[config.mk]
export PLATFORM = sky130hd
export DESIGN_NAME = id_fwd_stage
export DESIGN_NICKNAME = d
export VERILOG_FILES = /design/src/rtl/id_fwd_stage.sv
export SDC_FILE = /design/constraint.sdc
export NUM_CORES = 1
export LEC_CHECK = 0
export CORE_MARGIN = 5
export CORE_UTILIZATION = 48
export DETAILED_ROUTE_END_ITERATION = 12
export PLACE_DENSITY = 0.86
export SYNTH_ARGS = -nofsm -noshare
export SYNTH_HDL_FRONTEND = slang
export SYNTH_SLANG_ARGS = --single-unit
[constraint.sdc]
create_clock -name clk -period 10.5 [get_ports clk]
set_input_delay 2.625 -clock clk [delete_from_list [all_inputs] [get_ports clk]]
set_output_delay 2.625 -clock clk [all_outputs]
set_load 0.03 [all_outputs]
[src/rtl/id_fwd_stage.sv]
// RV32I decode stage with generalised operand forwarding, load-use stall,
// early branch/jump resolution and an ID/EX output register with flush.
// Optional RV32M decode is enabled by defining RV32M_DECODE_EN.
module id_fwd_stage #(
  parameter int unsigned XLEN       = 32,
  parameter int unsigned FWD_STAGES = 2,
  parameter int unsigned RA_W       = 5
) (
  input  logic                       clk,
  input  logic                       rst,
  input  logic                       in_valid,
  output logic                       in_ready,
  input  logic [XLEN-1:0]            in_pc,
  input  logic [31:0]                in_inst,
  output logic                       re1,
  output logic                       re2,
  output logic [RA_W-1:0]            raddr1,
  output logic [RA_W-1:0]            raddr2,
  input  logic [XLEN-1:0]            rdata1,
  input  logic [XLEN-1:0]            rdata2,
  input  logic [FWD_STAGES-1:0]      fwd_we,
  input  logic [FWD_STAGES-1:0]      fwd_pending,
  input  logic [FWD_STAGES*RA_W-1:0] fwd_waddr,
  input  logic [FWD_STAGES*XLEN-1:0] fwd_wdata,
  input  logic                       flush,
  output logic                       br,
  output logic [XLEN-1:0]            br_addr,
  output logic                       out_valid,
  input  logic                       out_ready,
  output logic [2:0]                 out_alusel,
  output logic [7:0]                 out_aluop,
  output logic                       out_we,
  output logic [RA_W-1:0]            out_waddr,
  output logic [XLEN-1:0]            out_opv1,
  output logic [XLEN-1:0]            out_opv2,
  output logic [XLEN-1:0]            out_mem_offset,
  output logic [XLEN-1:0]            out_link_addr,
  output logic [XLEN-1:0]            out_rs2_data,
  output logic                       out_illegal
);

  // Result classes; 0 is the NOP class
  localparam logic [2:0] SelNop = 3'd0, SelLogic = 3'd1, SelShift = 3'd2, SelArith = 3'd4,
                         SelMulDiv = 3'd5, SelJump = 3'd6, SelLoadStore = 3'd7;
  // Operations; 0 is the NOP op. Groups are contiguous so funct3 can be added as an offset.
  localparam logic [7:0] OpNop = 8'h00, OpAdd = 8'h01, OpSub = 8'h02, OpSlt = 8'h03,
                         OpSltu = 8'h04, OpXor = 8'h05, OpOr = 8'h06, OpAnd = 8'h07,
                         OpSll = 8'h08, OpSrl = 8'h09, OpSra = 8'h0a, OpJal = 8'h10,
                         OpJalr = 8'h11, OpBr = 8'h18, OpLoad = 8'h20, OpStore = 8'h28;
`ifdef RV32M_DECODE_EN
  localparam logic [7:0] OpMul = 8'h30;
`endif

  logic [6:0] w_opcode, w_f7;
  logic [2:0] w_f3;
  logic [RA_W-1:0] w_rs1, w_rs2, w_rd;
  logic [XLEN-1:0] w_imm_i, w_imm_s, w_imm_b, w_imm_u, w_imm_j;

  assign w_opcode = in_inst[6:0];
  assign w_rd     = RA_W'(in_inst[11:7]);
  assign w_f3     = in_inst[14:12];
  assign w_rs1    = RA_W'(in_inst[19:15]);
  assign w_rs2    = RA_W'(in_inst[24:20]);
  assign w_f7     = in_inst[31:25];
  assign w_imm_i  = XLEN'($signed(in_inst[31:20]));
  assign w_imm_s  = XLEN'($signed({in_inst[31:25], in_inst[11:7]}));
  assign w_imm_b  = XLEN'($signed({in_inst[31], in_inst[7], in_inst[30:25], in_inst[11:8], 1'b0}));
  assign w_imm_u  = XLEN'($signed({in_inst[31:12], 12'b0}));
  assign w_imm_j  = XLEN'($signed({in_inst[31], in_inst[19:12], in_inst[20], in_inst[30:21],
                                   1'b0}));

  logic w_re1, w_re2, w_we, w_illegal, w_is_br, w_is_jal, w_is_jalr;
  logic [2:0] w_alusel;
  logic [7:0] w_aluop;
  logic [XLEN-1:0] w_imm1, w_imm2, w_mem_off, w_link;

  // Instruction decode; any unmatched encoding collapses to an illegal NOP
  always_comb begin
    w_re1 = 1'b0; w_re2 = 1'b0; w_we = 1'b0; w_illegal = 1'b0;
    w_is_br = 1'b0; w_is_jal = 1'b0; w_is_jalr = 1'b0;
    w_alusel = SelNop; w_aluop = OpNop;
    w_imm1 = '0; w_imm2 = '0; w_mem_off = '0; w_link = '0;
    case (w_opcode)
      7'b0110111: begin  // LUI
        w_we = 1'b1; w_alusel = SelArith; w_aluop = OpAdd; w_imm2 = w_imm_u;
      end
      7'b0010111: begin  // AUIPC
        w_we = 1'b1; w_alusel = SelArith; w_aluop = OpAdd; w_imm1 = in_pc; w_imm2 = w_imm_u;
      end
      7'b1101111: begin  // JAL
        w_we = 1'b1; w_alusel = SelJump; w_aluop = OpJal; w_is_jal = 1'b1;
        w_link = in_pc + XLEN'(4);
      end
      7'b1100111: begin  // JALR
        if (w_f3 != 3'b000) w_illegal = 1'b1;
        w_re1 = 1'b1; w_we = 1'b1; w_alusel = SelJump; w_aluop = OpJalr; w_is_jalr = 1'b1;
        w_link = in_pc + XLEN'(4);
      end
      7'b1100011: begin  // BRANCH
        if (w_f3 == 3'b010 || w_f3 == 3'b011) w_illegal = 1'b1;
        w_re1 = 1'b1; w_re2 = 1'b1; w_alusel = SelJump; w_aluop = OpBr + {5'b0, w_f3};
        w_is_br = 1'b1;
      end
      7'b0000011: begin  // LOAD
        if (w_f3 == 3'b011 || w_f3[2:1] == 2'b11) w_illegal = 1'b1;
        w_re1 = 1'b1; w_we = 1'b1; w_alusel = SelLoadStore; w_aluop = OpLoad + {5'b0, w_f3};
        w_imm2 = w_imm_i; w_mem_off = w_imm_i;
      end
      7'b0100011: begin  // STORE
        if (w_f3[2] || w_f3 == 3'b011) w_illegal = 1'b1;
        w_re1 = 1'b1; w_re2 = 1'b1; w_alusel = SelLoadStore; w_aluop = OpStore + {5'b0, w_f3};
        w_mem_off = w_imm_s;
      end
      7'b0010011, 7'b0110011: begin  // OP-IMM / OP share the funct3 map
        w_re1 = 1'b1; w_we = 1'b1;
        w_re2 = w_opcode[5];
        w_imm2 = w_opcode[5] ? '0 : w_imm_i;
        case (w_f3)
          3'b000: begin
            w_alusel = SelArith;
            w_aluop = (w_opcode[5] && w_f7 == 7'b0100000) ? OpSub : OpAdd;
          end
          3'b010: begin w_alusel = SelArith; w_aluop = OpSlt;  end
          3'b011: begin w_alusel = SelArith; w_aluop = OpSltu; end
          3'b100: begin w_alusel = SelLogic; w_aluop = OpXor;  end
          3'b110: begin w_alusel = SelLogic; w_aluop = OpOr;   end
          3'b111: begin w_alusel = SelLogic; w_aluop = OpAnd;  end
          3'b001: begin w_alusel = SelShift; w_aluop = OpSll;  end
          default: begin w_alusel = SelShift; w_aluop = w_f7[5] ? OpSra : OpSrl; end
        endcase
        // funct7 legality: SUB/SRA only take 0100000; immediates other than shifts are free
        if (w_opcode[5] || w_f3 == 3'b001 || w_f3 == 3'b101) begin
          if (w_f7 == 7'b0000001 && w_opcode[5]) begin
`ifdef RV32M_DECODE_EN
            w_alusel = SelMulDiv; w_aluop = OpMul + {5'b0, w_f3};
`else
            w_illegal = 1'b1;
`endif
          end else if (w_f7 == 7'b0100000) begin
            if (!(w_f3 == 3'b101 || (w_opcode[5] && w_f3 == 3'b000))) w_illegal = 1'b1;
          end else if (w_f7 != 7'b0000000) begin
            w_illegal = 1'b1;
          end
        end
      end
      default: w_illegal = 1'b1;
    endcase
    if (w_illegal) begin
      w_re1 = 1'b0; w_re2 = 1'b0; w_we = 1'b0; w_is_br = 1'b0; w_is_jal = 1'b0;
      w_is_jalr = 1'b0; w_alusel = SelNop; w_aluop = OpNop;
      w_imm1 = '0; w_imm2 = '0; w_mem_off = '0; w_link = '0;
    end
  end

  logic [XLEN-1:0] w_src1, w_src2;
  logic w_pend1, w_pend2;

  // Forwarding: scan oldest to youngest so the lowest-index match wins; x0 is never forwarded
  always_comb begin
    w_src1 = rdata1; w_pend1 = 1'b0;
    w_src2 = rdata2; w_pend2 = 1'b0;
    for (int i = int'(FWD_STAGES) - 1; i >= 0; i--) begin
      if (fwd_we[i] && fwd_waddr[i*RA_W +: RA_W] == w_rs1) begin
        w_src1 = fwd_wdata[i*XLEN +: XLEN]; w_pend1 = fwd_pending[i];
      end
      if (fwd_we[i] && fwd_waddr[i*RA_W +: RA_W] == w_rs2) begin
        w_src2 = fwd_wdata[i*XLEN +: XLEN]; w_pend2 = fwd_pending[i];
      end
    end
    if (w_rs1 == '0) begin w_src1 = '0; w_pend1 = 1'b0; end
    if (w_rs2 == '0) begin w_src2 = '0; w_pend2 = 1'b0; end
  end

  logic [XLEN-1:0] w_opv1, w_opv2, w_target;
  logic w_stall, w_accept, w_take;
  logic r_valid;

  assign re1     = w_re1;
  assign re2     = w_re2;
  assign raddr1  = w_re1 ? w_rs1 : '0;
  assign raddr2  = w_re2 ? w_rs2 : '0;
  assign w_opv1  = w_re1 ? w_src1 : w_imm1;
  assign w_opv2  = w_re2 ? w_src2 : w_imm2;
  assign w_stall = in_valid & ((w_re1 & w_pend1) | (w_re2 & w_pend2));
  assign in_ready = !rst && !flush && !w_stall && (!r_valid || out_ready);
  assign w_accept = in_valid & in_ready;

  // Branch condition and redirect target from the resolved operands
  always_comb begin
    w_take   = w_is_jal | w_is_jalr;
    w_target = w_is_jalr ? ((w_opv1 + w_imm_i) & ~XLEN'(1))
             : w_is_jal ? (in_pc + w_imm_j) : (in_pc + w_imm_b);
    if (w_is_br) begin
      case (w_f3)
        3'b000:  w_take = (w_opv1 == w_opv2);
        3'b001:  w_take = (w_opv1 != w_opv2);
        3'b100:  w_take = ($signed(w_opv1) <  $signed(w_opv2));
        3'b101:  w_take = ($signed(w_opv1) >= $signed(w_opv2));
        3'b110:  w_take = (w_opv1 <  w_opv2);
        3'b111:  w_take = (w_opv1 >= w_opv2);
        default: w_take = 1'b0;
      endcase
    end
  end

  assign br      = w_accept & w_take;
  assign br_addr = br ? w_target : '0;

  // ID/EX register: flush beats accept, accept beats drain-on-ready, otherwise hold
  always_ff @(posedge clk or posedge rst) begin
    if (rst) begin
      r_valid <= 1'b0; out_alusel <= SelNop; out_aluop <= OpNop; out_we <= 1'b0;
      out_waddr <= '0; out_opv1 <= '0; out_opv2 <= '0; out_mem_offset <= '0;
      out_link_addr <= '0; out_rs2_data <= '0; out_illegal <= 1'b0;
    end else if (flush) begin
      r_valid <= 1'b0;
    end else if (w_accept) begin
      r_valid <= 1'b1; out_alusel <= w_alusel; out_aluop <= w_aluop; out_we <= w_we;
      out_waddr <= w_we ? w_rd : '0; out_opv1 <= w_opv1; out_opv2 <= w_opv2;
      out_mem_offset <= w_mem_off; out_link_addr <= w_link;
      out_rs2_data <= w_re2 ? w_src2 : '0; out_illegal <= w_illegal;
    end else if (out_ready) begin
      r_valid <= 1'b0;
    end
  end

  assign out_valid = r_valid;

endmodule
### Yosys cells after proc, flatten, opt, wreduce, memory -nomap -nowiden

Cells that the tools add are included.

| storage, ports and cells | value |
|---|---|
| register bits after elaboration | 179 |
| input port bits | 211 |
| output and inout port bits | 225 |
| word-level logic and storage cells | 159 |

| operators by class | value |
|---|---|
| add/sub/neg operators | 7 |
| $lt $le $gt $ge | 4 |
| equal/unequal tests | 25 |
| multiplexer cells | 65 |
| bitwise operators | 8 |
| reduce and logical (&&, ||, !) cells | 39 |

Operators by type and width:

| operator | count |
|---|---|
| 2-to-1 mux 32 bit | 19 |
| adder 32 bit | 3 |
| case mux 32 bit (3 select lines) | 1 |
| >= comparator 32 bit | 2 |
| < comparator 32 bit | 2 |
| case mux 32 bit (2 select lines) | 1 |
| case mux 7 bit (7 select lines) | 1 |
| adder 32 x 3 -> 32 bit (second input constant) | 1 |
| == test 32 bit | 1 |
| != test 32 bit | 1 |
| 2-to-1 mux 1 bit | 30 |
| == test 7 x 6 -> 1 bit (second input constant) | 4 |
| case mux 4 bit (7 select lines) | 1 |
| == test 7 bit (second input constant) | 3 |
| == test 5 bit | 4 |
| 2-to-1 mux 5 bit | 3 |
| adder 6 x 3 -> 7 bit (first input constant) | 2 |
| == test 7 x 5 -> 1 bit (second input constant) | 2 |
| == test 3 bit (second input constant) | 4 |
| case mux 1 bit (6 select lines) | 2 |
| case mux 3 bit (4 select lines) | 1 |
| OR reduction 3 bit | 4 |
| logical AND 1 bit | 10 |
| logical NOT 5 bit | 2 |
| other kinds (23) | 44 |

### Longest topological paths before layout

| logic depth | value |
|---|---|
| depth in word-level cells | 18 |
| mapped depth | 23 |
| gate-level depth less buffers | 20 |

### Least setup slack after synthesis

Ideal clock, no wire load.

| timing | value |
|---|---|
| kind | input-to-output |
| start point | in in_inst[4] |
| end point | out br_addr[1] |
| data arrival time | 7.439 ns |
| data required time | 7.875 ns |
| slack | 0.436 ns |
| stages on the path | 20 |
| buffers on the path | 2 |
| path through | nand3b_2 -> nor2_1 -> or3_1 -> nand4_2 -> nor3_2 -> and2_0 -> clkbuf_1 -> buf_2 -> o211ai_1 -> and3_1 -> ha_1 -> a21o_1 -> a21o_1 -> a221oi_1 -> o21ai_0 -> a221oi_1 -> and3_1 -> o21ai_0 -> a21o_1 -> a211oi_1 |

| between the ends | value |
|---|---|
| longest elaborated chain between the ends | 13 |
| elaborated cells between the ends (all ways) | 53 |
| classes of those cells | 1 x add/sub; 4 x order compare; 11 x eq/ne; 22 x mux; 7 x bitwise; 8 x reduce/logical |

Ends and longest elaborated chain:

| item | RTL line | source |
|---|---|---|
| from (decl) | 14 | `input logic [31:0] in_inst,` |
| == test 7 bit (tied with other cells) | 83 | `case (w_opcode)` |
| OR reduction 3 bit (no source line) (tied with other cells) | -- |  |
| case mux 1 bit (6 select lines) / case mux 1 bit (2 select lines) (equally long branches) | 83 |  |
| 2-to-1 mux 1 bit (*) | 148 | `if (w_illegal) begin` |
| net re2 | 16 | `output logic re2,` |
| parallel branches: the longest is 7 deep, another holds >= comparator 32 bit | -- |  |
| bitwise AND 1 bit (*) | 206 | `assign br = w_accept & w_take;` |
| 2-to-1 mux 32 bit (*) | 207 | `assign br_addr = br ? w_target : '0;` |
| to (decl) | 27 | `output logic [XLEN-1:0] br_addr,` |

Mark *: on every way through the listed nets, which the timed path passes.

### Final worst setup path

| timing | value |
|---|---|
| start point | in fwd_waddr[7] |
| end point | out br_addr[28] |

| between the ends | value |
|---|---|
| elaborated cells between the ends (all ways) | 38 |
| classes of those cells | 1 x add/sub; 4 x order compare; 4 x eq/ne; 18 x mux; 6 x bitwise; 5 x reduce/logical |

RTL lines:

| item | RTL line | source |
|---|---|---|
| from (decl) | 23 | `input logic [FWD_STAGES*RA_W-1:0] fwd_waddr,` |
| == test 5 bit (*) | 163 | `if (fwd_we[i] && fwd_waddr[i*RA_W +: RA_W] == w_rs1) begin` |
| logical AND 1 bit (*) | 163 |  |
| 2-to-1 mux 32 bit (*) (2 in a row) | 163 |  |
| 2-to-1 mux 32 bit (*) | 170 | `if (w_rs1 == '0) begin w_src1 = '0; w_pend1 = 1'b0; end` |
| 2-to-1 mux 32 bit (*) | 182 | `assign w_opv1 = w_re1 ? w_src1 : w_imm1;` |
| net w_opv1[8] | 174 | `logic [XLEN-1:0] w_opv1, w_opv2, w_target;` |
| >= comparator 32 bit (tied with other cells) | 200 | `3'b111: w_take = (w_opv1 >= w_opv2);` |
| case mux 1 bit (6 select lines) | 194 | `case (w_f3)` |
| 2-to-1 mux 1 bit | 193 | `if (w_is_br) begin` |
| bitwise AND 1 bit | 206 |  |
| 2-to-1 mux 32 bit (*) | 207 |  |

Mark *: on every way through the listed nets, which the timed path passes. The rest lies on a longest branch.

==> metrics.txt <==
# TYPE chip_impl_metric gauge
chip_impl_metric{name="cts.path.max_buffers",unit=""} 2
chip_impl_metric{name="insertion_delay",unit="ns"} 0.44
chip_impl_metric{name="drtPass1Iterations",unit=""} 6
chip_impl_info{name="timing.rr.start",value="out_valid$_DFFE_PP0P_"} 1
chip_impl_metric{name="antenna_violating_nets_post_route",unit=""} 0
chip_impl_metric{name="timing.critical_path.arrival",unit="ns"} 7.75
chip_impl_metric{name="grt_pass1_wl",unit="mm"} 97.0
chip_impl_metric{name="fillers",unit=""} 2295
chip_impl_metric{name="floorplan.io_pins",unit=""} 436
chip_impl_info{name="synth_top_area_cell",value="sky130_fd_sc_hd__dfrtp_1"} 1
chip_impl_metric{name="worst-r2r-cell-count",unit=""} 6
chip_impl_metric{name="synth_sequential_area_ratio",unit=""} 0.285
chip_impl_metric{name="finalCritPeriodShare",unit=""} 0.988
chip_impl_metric{name="num-nets-final",unit=""} 2509
chip_impl_metric{name="worst_ep_required_time",unit="ns"} 7.88
chip_impl_metric{name="setup_viol",unit=""} 0
chip_impl_metric{name="synth_compound_area_frac",unit=""} 0.237
chip_impl_metric{name="final_util",unit=""} 0.712
chip_impl_metric{name="synth_cells",unit=""} 1709
chip_impl_metric{name="layout-drive-gt1-share",unit=""} 0.147
chip_impl_metric{name="ys_seq_elements",unit=""} 157
chip_impl_metric{name="fmax",unit="MHz"} 96.4
chip_impl_metric{name="clock_sink_count",unit=""} 157
chip_impl_metric{name="largest_net_degree_at_the_start_of_global_routing",unit=""} 183
chip_impl_metric{name="synth.distinct_cells",unit=""} 80
chip_impl_info{name="r2r_endpoint",value="out_opv1[29]$_DFFE_PP0P_"} 1
chip_impl_metric{name="grt.overflow.total",unit=""} 0
chip_impl_metric{name="timing.reg2reg.setup_slack",unit="ns"} 7.81
chip_impl_metric{name="fin_crit",unit="ns"} 10.37
chip_impl_metric{name="timing_hold_violations_final",unit=""} 0
chip_impl_info{name="synthFlopType",value="sky130_fd_sc_hd__dfrtp_1"} 1
chip_impl_metric{name="fin_worst_hold_slack",unit="ns"} 0.479
chip_impl_info{name="worst-setup-path-type",value="primary input to output pin"} 1
chip_impl_info{name="critical_path_source_type",value="primary input"} 1
chip_impl_metric{name="ys_async_sr_fraction",unit=""} 1.00
chip_impl_metric{name="max_cap_viol_count",unit=""} 0
chip_impl_info{name="tritoncts",value="yes"} 1
chip_impl_metric{name="fin_worst_skew",unit="ns"} 0.0141
chip_impl_info{name="holdPathEnd",value="out_rs2_data[28]$_DFFE_PP0P_"} 1
chip_impl_metric{name="num_vias",unit=""} 15900
chip_impl_metric{name="cts_inserted_buffers",unit=""} 17
chip_impl_metric{name="grt_pass1_vias",unit=""} 15900
chip_impl_metric{name="placementRows",unit=""} 62
chip_impl_metric{name="dp_hpwl",unit="mm"} 52.0
chip_impl_metric{name="drcViolationCount",unit=""} 0
chip_impl_info{name="result_of_the_run",value="finished clean"} 1
chip_impl_metric{name="worst-path-max-fanout",unit=""} 6
chip_impl_metric{name="antenna_violations_before_repair",unit=""} 4
chip_impl_metric{name="clk_pin_slew_worst_paths",unit="ns"} 0.07
chip_impl_info{name="synthTopCellsByArea",value="sky130_fd_sc_hd__dfrtp_1, sky130_fd_sc_hd__ha_1, sky130_fd_sc_hd__nand2_1, sky130_fd_sc_hd__mux2i_1, sky130_fd_sc_hd__o21ai_0"} 1
chip_impl_info{name="final_cell_mix",value="sky130_fd_sc_hd__clkdlybuf4s50_1, sky130_fd_sc_hd__nand2_1, sky130_fd_sc_hd__buf_4, sky130_fd_sc_hd__dfrtp_1, sky130_fd_sc_hd__nor2_1"} 1
chip_impl_metric{name="synth_area",unit="um^2"} 13800
chip_impl_metric{name="avgSynthCellArea",unit="um^2"} 8.07
chip_impl_metric{name="holdBufCountCts",unit=""} 0
chip_impl_metric{name="synth.yosys.warnings",unit=""} 0
chip_impl_metric{name="port_buffer_cells",unit=""} 433
chip_impl_info{name="grt_setup_unrepaired",value="true"} 1
chip_impl_metric{name="maxSlewViolCount",unit=""} 0
chip_impl_metric{name="floorplan.initialDensity",unit=""} 0.483
chip_impl_metric{name="drt-total-wl",unit="mm"} 66.2
chip_impl_metric{name="total_power",unit="mW"} 1.71
chip_impl_metric{name="die_w",unit="um"} 179
chip_impl_metric{name="whs_path_depth",unit=""} 2
chip_impl_metric{name="number_of_enable_flip_flop_cells_after_synthesis",unit=""} 0
chip_impl_metric{name="synth-xor-area-share",unit=""} 0.0629
chip_impl_info{name="hold_path_class",value="flop to flop"} 1
chip_impl_metric{name="synth_simple_gate_area_frac",unit=""} 0.198
chip_impl_metric{name="routabilityCongestion",unit=""} 0.988
chip_impl_metric{name="post_synth_fa_ha_maj_area_fraction",unit=""} 0.0873
chip_impl_info{name="synth_top_family_by_area",value="compound AO/OA/AOI/OAI gates"} 1
chip_impl_metric{name="route.detailed.wl_per_inst",unit="um"} 25.5
chip_impl_metric{name="detail_route.iter0.violations",unit=""} 1533
chip_impl_info{name="clock_tree.root_cell",value="sky130_fd_sc_hd__clkbuf_16"} 1
chip_impl_metric{name="synth_top_area_share",unit=""} 0.285
chip_impl_metric{name="leakagePower",unit="nW"} 8.89
chip_impl_metric{name="timing.slew.headroom",unit=""} 0.207
chip_impl_metric{name="fp.coreArea",unit="um^2"} 28500
chip_impl_info{name="beginning_of_the_worst_hold_path",value="out_rs2_data[28]$_DFFE_PP0P_"} 1
chip_impl_metric{name="worst_pin_slew",unit="ns"} 1.19
chip_impl_metric{name="grtUsageTotal",unit=""} 0.385
chip_impl_metric{name="chip_height",unit="um"} 179
chip_impl_metric{name="muxShareOfSynthArea",unit=""} 0.0747
chip_impl_metric{name="routed_via_density",unit=""} 6.11
chip_impl_metric{name="htree_levels",unit=""} 4
chip_impl_metric{name="ir_drop",unit="mV"} 0.0995
chip_impl_info{name="cp-end-kind",value="output pin"} 1
chip_impl_metric{name="area_delta_synth_final",unit="%"} 47.5
chip_impl_metric{name="floorplan.die_area",unit="um^2"} 32200
chip_impl_info{name="final_common_cell",value="sky130_fd_sc_hd__clkdlybuf4s50_1"} 1
chip_impl_metric{name="powerDensity",unit="nW/um^2"} 84.2
[worst max path at each step]
stage               slack [ns]          from  cells past startpoint           to
global route             -0.08   in_inst[29]                     27   br_addr[1]
floorplan                 0.44    in_inst[4]                     20   br_addr[1]
CTS                       0.01   in_inst[17]                     22  br_addr[25]
global placement         -0.08   in_inst[17]                     21  br_addr[25]
finish                    0.13  fwd_waddr[7]                     24  br_addr[28]
detailed placement       -0.17   in_inst[17]                     24  br_addr[28]
[per-stage QoR]
stage               setup slack (ns)  TNS [ns]  cell area, um^2  cells
floorplan                      0.436         0            13800   1710
global placement             -0.0793    -0.340            19400   2559
detailed placement            -0.169     -1.43            19400   2559
CTS                          0.00976         0            20100   2590
global route                 -0.0833    -0.276            20300   2601
finish                         0.127         0            20300   2602
[power by group]
group | leakage [nW] | switching (mW) | internal [mW]
registers | 2.19 | 0.00237 | 0.607
logic | 6.41 | 0.243 | 0.183
clock network | 0.293 | 0.317 | 0.360
[cell usage after synthesis (all sizes together) (5+ instances only)]
master  number
a31o         5
nor3        22
nand2      280
or3          6
and2        23
and3        33
or2          5
a21boi      10
nand2b      14
clkbuf      64
a211oi      43
buf         61
mux2i       68
o21ai      126
a21o        50
o31ai       45
xor2        54
nor2       136
dfrtp      157
o21a        13
ha          93
o21bai       8
a31oi        6
nand3       36
inv         33
xnor2       45
o211ai      43
nand4       20
nor4         8
a21oi      118
mux2        31
[critical path: stages]
cell and delay, ns:
sky130_fd_sc_hd__clkdlybuf4s50_1 0.50, sky130_fd_sc_hd__xor2_1 0.22, sky130_fd_sc_hd__nor4_4 0.49, sky130_fd_sc_hd__and3_4 0.40, sky130_fd_sc_hd__buf_12 0.15, sky130_fd_sc_hd__mux2i_1 0.10
sky130_fd_sc_hd__a211oi_2 0.35, sky130_fd_sc_hd__a21oi_1 0.07, sky130_fd_sc_hd__nor2_1 0.29, sky130_fd_sc_hd__buf_4 0.19, sky130_fd_sc_hd__ha_1 0.27, sky130_fd_sc_hd__a21oi_1 0.16
sky130_fd_sc_hd__o21a_1 0.19, sky130_fd_sc_hd__nand2_1 0.06, sky130_fd_sc_hd__o21ai_0 0.17, sky130_fd_sc_hd__buf_4 0.16, sky130_fd_sc_hd__o211ai_1 0.14, sky130_fd_sc_hd__a21oi_1 0.21
sky130_fd_sc_hd__o21bai_1 0.12, sky130_fd_sc_hd__a21o_1 0.20, sky130_fd_sc_hd__xor2_1 0.14, sky130_fd_sc_hd__nor2_1 0.08, sky130_fd_sc_hd__a211oi_4 0.30, sky130_fd_sc_hd__buf_12 0.16
[cells by family after synthesis]
logic type	count (synthesis)
AOI/OAI and AO/OA	503
DFF	157
other	1
buffers and inverters	158
muxes	99
and+or+nand+nor	597
adders and majority gates	95
xor gates and xnor gates	99
[layout make-up]
| cell class | count | area [um^2] | area share |
|---|---|---|---|
| sequential | 157 | 3930 | 0.193 |
| clock inverter | 14 | 178 | 0.00874 |
| timing repair buffer | 598 | 5890 | 0.290 |
| antenna | 3 | 7.51 | 0.000369 |
| multi-input combinational | 1396 | 9290 | 0.457 |
| clock buffer | 17 | 425 | 0.0209 |
| tap | 384 | 480 | 0.0236 |
| inverter | 33 | 133 | 0.00652 |
[state kept, by name (all words and copies together), names as in the netlist, 3 cells and up]
register,count
out_mem_offset,12
out_rs2_data,32
out_aluop,6
out_link_addr,32
out_opv2,32
out_opv1,32
out_alusel,3
out_waddr,5
[per-layer routing]
layer | routed length, um | GRT usage | vias to the layer above
met5 | 34 | 0 | -
met4 | 4510 | 0.214 | 4
met3 | 5920 | 0.0897 | 211
met2 | 30700 | 0.636 | 961
met1 | 25100 | 0.465 | 7609
li1 | - | - | 7103
[timing repair]
action	in CTS	in global routing
gates cloned	0	3
buffers inserted	0	6
pin swaps	0	11
endpoints found under the setup margin	23	33
resized for setup	4	44
(Power assumes the default switching activity.)
